`src/rtl/video_crc_pkg.sv`:
```
// Shared constants, FSM state type and the bit-serial CRC-32 helper for the
// video stream CRC monitor.
package video_crc_pkg;

  localparam logic [31:0] CRC32_POLY   = 32'h04C1_1DB7;
  localparam logic [31:0] CRC32_INIT   = 32'hFFFF_FFFF;
  localparam int unsigned CRC_MAX_BITS = 64;
  localparam int unsigned CRC_IDX_W    = $clog2(CRC_MAX_BITS);

  typedef enum logic {
    IDLE,
    ACTIVE
  } mon_state_t;

  // MSB-first over the low nbits of data; no reflection, no final XOR.
  function automatic logic [31:0] crc32_update(input logic [31:0]             crc,
                                               input logic [CRC_MAX_BITS-1:0] data,
                                               input int unsigned             nbits);
    logic [31:0]          c;
    logic                 fb;
    logic [CRC_IDX_W-1:0] idx;
    c = crc;
    for (int unsigned k = 0; k < CRC_MAX_BITS; k++) begin
      if (k < nbits) begin
        idx = CRC_IDX_W'(nbits - 1 - k);
        fb  = c[31] ^ data[idx];
        c   = {c[30:0], 1'b0} ^ (fb ? CRC32_POLY : '0);
      end
    end
    return c;
  endfunction

endpackage

```
`src/rtl/video_crc32_lane.sv`:
```
// One CRC-32 lane: seeds from CRC32_INIT on init, folds data on update,
// holds otherwise. crc_next is the value the register takes on this beat.
module video_crc32_lane
  import video_crc_pkg::*;
#(
  parameter int unsigned CH_W = 8
) (
  input  logic            clk,
  input  logic            rst_n,
  input  logic            clr,
  input  logic            init,
  input  logic            update,
  input  logic [CH_W-1:0] data,
  output logic [31:0]     crc_next
);

  logic [31:0] crc_q;

  always_comb begin
    crc_next = crc32_update(init ? CRC32_INIT : crc_q, CRC_MAX_BITS'(data), CH_W);
  end

  always_ff @(posedge clk or negedge rst_n) begin
    if (!rst_n) begin
      crc_q <= '0;
    end else if (clr) begin
      crc_q <= '0;
    end else if (init || update) begin
      crc_q <= crc_next;
    end
  end

endmodule

```
`src/rtl/video_stream_crc_monitor.sv`:
```
// Passive AXI-Stream video tap: per-channel frame CRC-32, geometry checking,
// golden compare and cross-frame CRC stability tracking.
module video_stream_crc_monitor
  import video_crc_pkg::*;
#(
  parameter int unsigned DATA_W   = 24,
  parameter int unsigned CHANNELS = 3,
  parameter int unsigned DIM_W    = 16
) (
  input  logic                  clk,
  input  logic                  rst_n,
  input  logic [DATA_W-1:0]     s_axis_tdata,
  input  logic                  s_axis_tvalid,
  input  logic                  s_axis_tready,
  input  logic                  s_axis_tlast,
  input  logic                  s_axis_tuser,
  input  logic                  cfg_enable,
  input  logic [DIM_W-1:0]      cfg_width,
  input  logic [DIM_W-1:0]      cfg_height,
  input  logic [CHANNELS*32-1:0] cfg_golden,
  input  logic                  cfg_golden_en,
  input  logic                  clear,
  output logic [CHANNELS*32-1:0] crc_last,
  output logic                  crc_valid,
  output logic [31:0]           frame_count,
  output logic [DIM_W-1:0]      line_count,
  output logic [DIM_W-1:0]      pixel_in_line,
  output logic [15:0]           stable_count,
  output logic [15:0]           mismatch_count,
  output logic                  golden_mismatch,
  output logic                  err_sof_early,
  output logic                  err_eol_early,
  output logic                  err_eol_late
);

  localparam int unsigned CH_W = DATA_W / CHANNELS;

  mon_state_t              state_q, state_d;
  logic [DIM_W-1:0]        width_q, height_q, line_q, pix_q, line_d, pix_d;
  logic [DIM_W-1:0]        cur_w, cur_h, base_pix, base_line;
  logic [DIM_W:0]          pix_inc;
  logic                    beat, proceed, lane_init, lane_update, latch_cfg;
  logic                    frame_done, set_sof, set_early, set_late;
  logic [CHANNELS*32-1:0]  crc_next_all;

  for (genvar g = 0; g < CHANNELS; g++) begin : g_lane
    video_crc32_lane #(.CH_W(CH_W)) u_lane (
      .clk      (clk),
      .rst_n    (rst_n),
      .clr      (clear),
      .init     (lane_init),
      .update   (lane_update),
      .data     (s_axis_tdata[g*CH_W +: CH_W]),
      .crc_next (crc_next_all[g*32 +: 32])
    );
  end

  always_ff @(posedge clk or negedge rst_n) begin
    if (!rst_n) state_q <= IDLE;
    else        state_q <= state_d;
  end

  // An SOF beat is evaluated as pixel 0 of line 0 against the incoming cfg,
  // so 1x1 frames and mid-frame restarts share the normal beat path.
  always_comb begin
    beat        = s_axis_tvalid & s_axis_tready & cfg_enable;
    state_d     = state_q;
    pix_d       = pix_q;
    line_d      = line_q;
    proceed     = 1'b0;
    lane_init   = 1'b0;
    lane_update = 1'b0;
    latch_cfg   = 1'b0;
    frame_done  = 1'b0;
    set_sof     = 1'b0;
    set_early   = 1'b0;
    set_late    = 1'b0;
    cur_w       = width_q;
    cur_h       = height_q;
    base_pix    = pix_q;
    base_line   = line_q;
    pix_inc     = '0;
    if (clear) begin
      state_d = IDLE;
      pix_d   = '0;
      line_d  = '0;
    end else if (beat) begin
      unique case (state_q)
        IDLE:    proceed = s_axis_tuser;
        ACTIVE: begin
          proceed = 1'b1;
          set_sof = s_axis_tuser;
        end
        default: proceed = 1'b0;
      endcase
      if (proceed) begin
        if (s_axis_tuser) begin
          latch_cfg = 1'b1;
          lane_init = 1'b1;
          cur_w     = cfg_width;
          cur_h     = cfg_height;
          base_pix  = '0;
          base_line = '0;
        end else begin
          lane_update = 1'b1;
        end
        pix_inc   = {1'b0, base_pix} + (DIM_W+1)'(1);
        set_early = s_axis_tlast && (pix_inc < {1'b0, cur_w});
        set_late  = !s_axis_tlast && (pix_inc == {1'b0, cur_w});
        if (s_axis_tlast) begin
          pix_d = '0;
          if (base_line == cur_h - DIM_W'(1)) begin
            frame_done = 1'b1;
            state_d    = IDLE;
            line_d     = '0;
          end else begin
            state_d = ACTIVE;
            line_d  = base_line + DIM_W'(1);
          end
        end else begin
          state_d = ACTIVE;
          pix_d   = pix_inc[DIM_W-1:0];
          line_d  = base_line;
        end
      end
    end
  end

  always_ff @(posedge clk or negedge rst_n) begin
    if (!rst_n) begin
      width_q         <= '0;
      height_q        <= '0;
      line_q          <= '0;
      pix_q           <= '0;
      crc_last        <= '0;
      crc_valid       <= 1'b0;
      frame_count     <= '0;
      stable_count    <= '0;
      mismatch_count  <= '0;
      golden_mismatch <= 1'b0;
      err_sof_early   <= 1'b0;
      err_eol_early   <= 1'b0;
      err_eol_late    <= 1'b0;
    end else begin
      crc_valid <= 1'b0;
      line_q    <= line_d;
      pix_q     <= pix_d;
      if (clear) begin
        width_q         <= '0;
        height_q        <= '0;
        crc_last        <= '0;
        frame_count     <= '0;
        stable_count    <= '0;
        mismatch_count  <= '0;
        golden_mismatch <= 1'b0;
        err_sof_early   <= 1'b0;
        err_eol_early   <= 1'b0;
        err_eol_late    <= 1'b0;
      end else begin
        if (latch_cfg) begin
          width_q  <= cfg_width;
          height_q <= cfg_height;
        end
        if (set_sof)   err_sof_early <= 1'b1;
        if (set_early) err_eol_early <= 1'b1;
        if (set_late)  err_eol_late  <= 1'b1;
        if (frame_done) begin
          crc_last    <= crc_next_all;
          crc_valid   <= 1'b1;
          frame_count <= frame_count + 32'd1;
          if (frame_count == '0 || crc_next_all != crc_last) begin
            stable_count <= 16'd1;
          end else if (stable_count != '1) begin
            stable_count <= stable_count + 16'd1;
          end
          if (cfg_golden_en && crc_next_all != cfg_golden) begin
            golden_mismatch <= 1'b1;
            if (mismatch_count != '1) mismatch_count <= mismatch_count + 16'd1;
          end
        end
      end
    end
  end

  assign line_count    = line_q;
  assign pixel_in_line = pix_q;

endmodule

```
`config.mk`:
```
export PLATFORM = sky130hd
export DESIGN_NAME = video_stream_crc_monitor
export DESIGN_NICKNAME = d
export VERILOG_FILES = /design/src/rtl/video_crc_pkg.sv /design/src/rtl/video_crc32_lane.sv /design/src/rtl/video_stream_crc_monitor.sv
export SDC_FILE = /design/constraint.sdc
export NUM_CORES = 1
export LEC_CHECK = 0
export ABC_CLOCK_PERIOD_IN_PS = 3800
export BUFFER_PORTS_ARGS = -buffer_cell sky130_fd_sc_hd__buf_4
export CORE_MARGIN = 2
export CORE_UTILIZATION = 54
export DETAILED_ROUTE_END_ITERATION = 16
export PLACE_DENSITY = 0.79
export REMOVE_ABC_BUFFERS = 1
export SLEW_MARGIN = 30
export SYNTH_ARGS = -nofsm -noshare
export SYNTH_HDL_FRONTEND = slang
export SYNTH_SLANG_ARGS = --single-unit
export TNS_END_PERCENT = 1
```
`constraint.sdc`:
```
create_clock -name clk -period 3.8 [get_ports clk]
set_input_delay 0.19 -clock clk [delete_from_list [all_inputs] [get_ports clk]]
set_output_delay 0.19 -clock clk [all_outputs]
set_load 0.1 [all_outputs]
```
# After elaboration in Yosys (flattened, before gate mapping)
# Cells that the tools add are included.
# op_classes
add_sub_neg,6
magnitude_cmp,1
n_eq_ne,6
muxes,115
n_bitwise,51
reduce_logical,22
# op_table
cell,count
$xor A32 B32 Y32,24
$mux W27,24
$mux W16,37
$mux W32,11
$mux W96,2
$ne A96 B96 Y1,2
$add A16 B1 Y16 const B,3
$mux W1,40
$add A32 B1 Y32 const B,1
$logic_not A32 Y1,1
$ne A16 B16 Y1 const B,2
$xor A1 B1 Y1,24
$reduce_bool A2 Y1,10
$add A16 B1 Y17 const B,1
$eq A17 B16 Y1,1
$lt A17 B16 Y1,1
$eq A16 B16 Y1,1
$sub A16 B1 Y16 const B,1
$reduce_and A2 Y1,3
$logic_and A1 B1 Y1,3
$reduce_and A3 Y1,1
$reduce_bool A3 Y1,1
$and A1 B1 Y1,2
$logic_or A1 B1 Y1,2
3 further kinds,3
# totals
ff_bits,326
inputBits,161
elab_cells,218

# Depth between registers and ports, before layout
# logic_depth
depth_word,37
ltp_mapped,21
ltp_nobuf,16

# By module
# Synthesis repeated with hierarchy kept, for this count alone.
# unflattened
cells_unflattened,2363
area_unflattened_um2,21571.9
# modules_own_cells
module,instances,cells_per_inst,area_each_um2
video_stream_crc_monitor,1,1658,14274.9
video_crc32_lane,3,235,2432.3

# Worst setup path after synthesis
# No wires, ideal clock.
# synth_path
kind,in2reg
startpoint,input s_axis_tuser
endpoint,register frame_count[25]
setup_ns,0.074
arrival_ns,4.987
required_ns,3.726
slack_ns,-1.261
path_stages,18
n_path_buf,7
cell_sequence,clkbuf_1 > buf_1 > clkbuf_1 > clkbuf_1 > clkbuf_1 > buf_1 > mux2i_1 > ha_1 > o21ai_0 > nor4_1 > xnor2_1 > a2111oi_0 > nand4_1 > nor4_1 > clkbuf_1 > nand4_1 > xor2_1 > nor2_1
# synth_between
elab_chain_len,12
elab_cells_between_ends,19
cone_classes,add/sub (1); eq/ne (1); mux (16); reduce/logical (1)
# synth_lines
item,line,text
start: declaration,video_stream_crc_monitor.sv:16,"input logic s_axis_tuser,"
$mux W16,video_stream_crc_monitor.sv:97,if (s_axis_tuser) begin
$mux W16,video_stream_crc_monitor.sv:96,if (proceed) begin
$mux W16,video_stream_crc_monitor.sv:87,end else if (beat) begin
$mux W16,video_stream_crc_monitor.sv:83,if (clear) begin
$sub A16 B1 Y16,video_stream_crc_monitor.sv:112,if (base_line == cur_h - DIM_W'(1)) begin
$eq A16 B16 Y1,video_stream_crc_monitor.sv:112,
$mux W1,video_stream_crc_monitor.sv:112,
$mux W1,video_stream_crc_monitor.sv:110,if (s_axis_tlast) begin
$mux W1 (*),video_stream_crc_monitor.sv:96,
$mux W1 (*),video_stream_crc_monitor.sv:87,
$mux W1 (*),video_stream_crc_monitor.sv:83,
$reduce_bool A2 Y1 (no line) (*),--,
end signal: assignment,video_stream_crc_monitor.sv:170,frame_count <= frame_count + 32'd1;
end: declaration,video_stream_crc_monitor.sv:25,"output logic [31:0] frame_count,"
# Every way passes the cells marked *; elsewhere a longest branch is shown, timed or not. The select of a mux whose other input is x is not followed.
# A chain may end at the register's enable or synchronous reset.

# Worst setup path in the final report
# layout_path
startpoint,register g_lane[2].u_lane.crc_q[24]
endpoint,register mismatch_count[3]
# layout_between
elab_chain_len,15
# layout_lines
item,line,text
start: declaration,video_crc32_lane.sv:17,logic [31:0] crc_q;
start signal: assignment,video_crc32_lane.sv:29,crc_q <= crc_next;
$mux W32,video_crc32_lane.sv:20,"crc_next = crc32_update(init ? CRC32_INIT : crc_q, CRC_MAX_BITS'(data), CH_W);"
$xor A32 B32 Y32 (7 in a row),video_crc_pkg.sv:27,"c = {c[30:0], 1'b0} ^ (fb ? CRC32_POLY : '0);"
$xor A1 B1 Y1,video_crc_pkg.sv:26,fb = c[31] ^ data[idx];
$mux W27,video_crc_pkg.sv:27,
$xor A32 B32 Y32,video_crc_pkg.sv:27,
$ne A96 B96 Y1,video_stream_crc_monitor.sv:176,if (cfg_golden_en && crc_next_all != cfg_golden) begin
$logic_and A1 B1 Y1,video_stream_crc_monitor.sv:176,
$reduce_bool A2 Y1 (no line),--,
$reduce_and A3 Y1 (no line),--,
end signal: assignment,video_stream_crc_monitor.sv:178,if (mismatch_count != '1) mismatch_count <= mismatch_count + 16'd1;
end: declaration,video_stream_crc_monitor.sv:29,"output logic [15:0] mismatch_count,"
# Every way passes these cells.

==> flow_summary.yaml <==
sta:
  hold_viol_final: 0
  fin_crit_ns: 4.050
  fin_skew_ns: 0.02637
  maxSlewHeadroom: 0.3241
  worst_slack_ns: -0.2499
  slew_viol_final: 0
  max_freq_mhz: 246.9
  setup_viol: 33
  rsz0062_at_grt: "yes"
  worstMarginPinSlew_ns: 1.013
  fin_crit_sh: 1.066
  tns_ns: -5.877
worst_setup_path:
  cp_top_family: "XOR/XNOR gates"
  crit_path_cell_trace: "buf_4 -> buf_6 -> xor3_1 -> xnor3_1 -> nor2_2 -> xnor2_1 -> xnor2_2 -> buf_4 -> xnor2_4 -> o2111ai_2 -> or4_4 -> buf_6 -> o41ai_4 -> buf_6 -> buf_6 -> or4_4 -> a21oi_2"
  critPathArrivalTime_ns: 4.49
  crit_type: "register to register"
  cp_num_buf_inv: 6
  endpoint_kind: "register"
  worstSetupStartpointType: "register"
  critPathRequiredTime_ns: 4.24
  cpPeakStageDelay_ns: 0.58
  cp_max_fo: 6
  crit_top_cell: "buf_6"
  critPathSlowestCell: "or4_4"
outcome:
  status: "complete, but fails checks"
  failed_checks: "setup timing"
logic_synthesis:
  synth_edf_count: 0
  syn_area_um2: 25140
  ys.flop_type: "dfrtp_1"
  ys_types: 84
  ys_seq_elements: 326
  ys.warnings.count: 0
  ys_seq_area_frac: 0.3245
  avgSynthCellArea_um2: 8.984
  async_reset_ff_frac: 1.000
  ys_top_cells_by_area: "dfrtp_1 (32%), xnor2_1 (13%), xor2_1 (8.1%), xnor3_1 (6.3%), nor2_1 (5.9%)"
  netlist.area_leader.share: 0.3245
  synthCells: 2798
  yosysTopAreaCell: "dfrtp_1"
final_layout:
  multi_input_area_um2: 17050
  fillers: 3344
  final_common_cell: "buf_4"
  stdcell_count: 4235
  nets: 3781
  final-seq-area_um2: 8173
  layout_common_cells: "buf_4 (853), nor2_1 (381), xnor2_1 (316)"
  drive_above_1_share: 0.3153
  antennaDiodeCount: 0
  area_delta_synth_final_pct: 38.85
die:
  placementRows: 79
  die_area_um2: 48290
  fp.coreArea_um2: 46260
  dieHeight_um: 219.8
  dieWidth_um: 219.8
  initial_core_util: 0.5434
  ios: 358
routing:
  drc: 0
  vias: 26020
  firstDrtPassIters: 8
  wl_per_cell_um: 26.05
  drt-initial-drc-count: 2925
  routed_wl_um: 110300
  routed_via_density: 6.143
  ant_nets: 0
power_and_ir_drop:
  total_power_mw: 13.07
  p_leak_nw: 16.55
  power_density_nw_per_um2: 374.4
  vdd_ir_drop_max_uv: 412.7
placement:
  numPortBuffers: 357
  dp_cells: 4096
  gp_congestion: 1.072
  dpl.hpwl_um: 83360
clocking:
  htreeDepth: 2
  clock-root-buffer: "clkbuf_16"
  cts_inserted_buffers: 40
  tritoncts: "yes"
  clkSlewWorstSetupHoldPaths_ns: 0.06
  clk_path_buf_depth: 3
  cts_sinks: 326
  clk_latency_ns: 0.59
run:
  maxCapViolCount: 0
grt:
  overflow: 0
  antenna_found_initial: 6
  grt_pass1_vias: 25480
  track_usage: 0.4492
  grt_pass1_wl_um: 160100
  grt_max_degree: 147
worst_hold_path:
  hold_class: "primary input to register"
## flip-flops by register name, summed over array words and instances, names as in the netlist
register and cells:
crc_last 96, crc_valid 1, err_eol_early 1, err_eol_late 1, err_sof_early 1, frame_count 32
g_lane.u_lane.crc_q 96, golden_mismatch 1, height_q 16, line_count 16, mismatch_count 16, pixel_in_line 16
stable_count 16, state_q 1, width_q 16
## layout make-up
cell class / instances / share of cell area
Multi-Input combinational cell: 2263 / 0.4886
Sequential cell: 326 / 0.2342
Timing Repair Buffer: 934 / 0.2150
Clock buffer: 53 / 0.03208
Tap cell: 607 / 0.02176
Clock inverter: 20 / 0.004983
Inverter: 32 / 0.003441
## power breakdown
group	internal, mW	switching [mW]
Sequential	3.52	0.0601
Clock	2.11	1.72
Combinational	2.56	3.10
## worst register-to-register path, stage by stage, from the launching register on
cell and delay [ns]:
dfrtp_2 0.41, buf_4 0.15, buf_6 0.11, xor3_1 0.43, xnor3_1 0.24, nor2_2 0.15, xnor2_1 0.19, xnor2_2 0.15
buf_4 0.18, xnor2_4 0.25, o2111ai_2 0.19, or4_4 0.59, buf_6 0.15, o41ai_4 0.22, buf_6 0.18, buf_6 0.14
or4_4 0.13, a21oi_2 0.05
## cell usage after synthesis, types with 11 or more instances
| library cell | number |
|---|---|
| inv_1 | 31 |
| nand2_1 | 243 |
| nand3_1 | 54 |
| and2_1 | 16 |
| buf_1 | 12 |
| xor3_1 | 16 |
| or3_1 | 12 |
| or4_1 | 19 |
| o211ai_1 | 11 |
| o21ai_0 | 74 |
| buf_2 | 41 |
| a32o_1 | 13 |
| xnor2_1 | 360 |
| and3_1 | 38 |
| ha_1 | 23 |
| a211oi_1 | 61 |
| xnor3_1 | 70 |
| dfrtp_1 | 326 |
| xor2_1 | 232 |
| nor3_1 | 49 |
| a21oi_1 | 191 |
| clkbuf_1 | 122 |
| and4_1 | 11 |
| a22o_1 | 26 |
| nor2b_1 | 18 |
| nor4_1 | 30 |
| nand2b_1 | 12 |
| nand4_1 | 41 |
| mux2i_1 | 71 |
| nor2_1 | 392 |
## metrics by stage
| step | setup WS (ns) | util | hold slack (ns) | area (µm²) |
|---|---|---|---|---|
| after floorplan | -10.66 | - | -0.1056 | 24410 |
| after global placement | -0.8057 | 0.6927 | 0.2946 | 32040 |
| after detailed placement | -0.7529 | 0.6928 | 0.2922 | 32050 |
| after CTS | -0.1769 | 0.7429 | 0.1477 | 34360 |
| after global routing | -0.2985 | 0.7545 | 0.1747 | 34900 |
| final | -0.2499 | 0.7545 | 0.1637 | 34900 |
## cell families after synthesis
family | synth area share
buffers and inverters | 0.03385
AND/OR/NAND/NOR | 0.1779
adder cells (fa/ha/maj) | 0.01145
multiplexers | 0.03096
XOR/XNOR | 0.2913
flip-flops | 0.3245
AO/OA/AOI/OAI | 0.1300
## what timing repair did
| item | CTS | global route |
|---|---|---|
| gates cloned | 4 | 0 |
| hold endpoints to repair | 113 | 0 |
| hold buffers | 40 | 0 |
| pin swaps | 37 | 28 |
| setup buffers | 11 | 13 |
| endpoints found under the setup margin | 46 | 106 |
| resized for setup | 103 | 81 |
## layer usage
metal  part of all wire  track usage  up-vias  wire length [µm]
met1               0.36       0.5475    12650             39690
met4              0.082       0.2975       12              9014
met5            0.00080            0        -                88
met2               0.45       0.7025     1657             49270
li1                   -            -    11260                 -
met3               0.11       0.1170      442             12260
## path summary, 6_finish.rpt
path | slack [ns] | endpoint | startpoint | cells after the start
setup / recovery | -0.25 | mismatch_count[3]$_DFFE_PN0P_ | g_lane[2].u_lane.crc_q[24]$_DFFE_PN0P_ | 17
hold / removal | 0.16 | crc_last[69]$_DFFE_PN0P_ | s_axis_tdata[19] | 5
setup reg to reg | -0.25 | mismatch_count[3]$_DFFE_PN0P_ | g_lane[2].u_lane.crc_q[24]$_DFFE_PN0P_ | 17
max in group asynchronous | 2.55 | crc_last[95]$_DFFE_PN0P_ | rst_n | 3
hold reg to reg | 0.53 | width_q[15]$_DFFE_PN0P_ | width_q[15]$_DFFE_PN0P_ | 2
min in group asynchronous | 0.25 | g_lane[0].u_lane.crc_q[0]$_DFFE_PN0P_ | rst_n | 2
(Power assumes the default switching activity.)
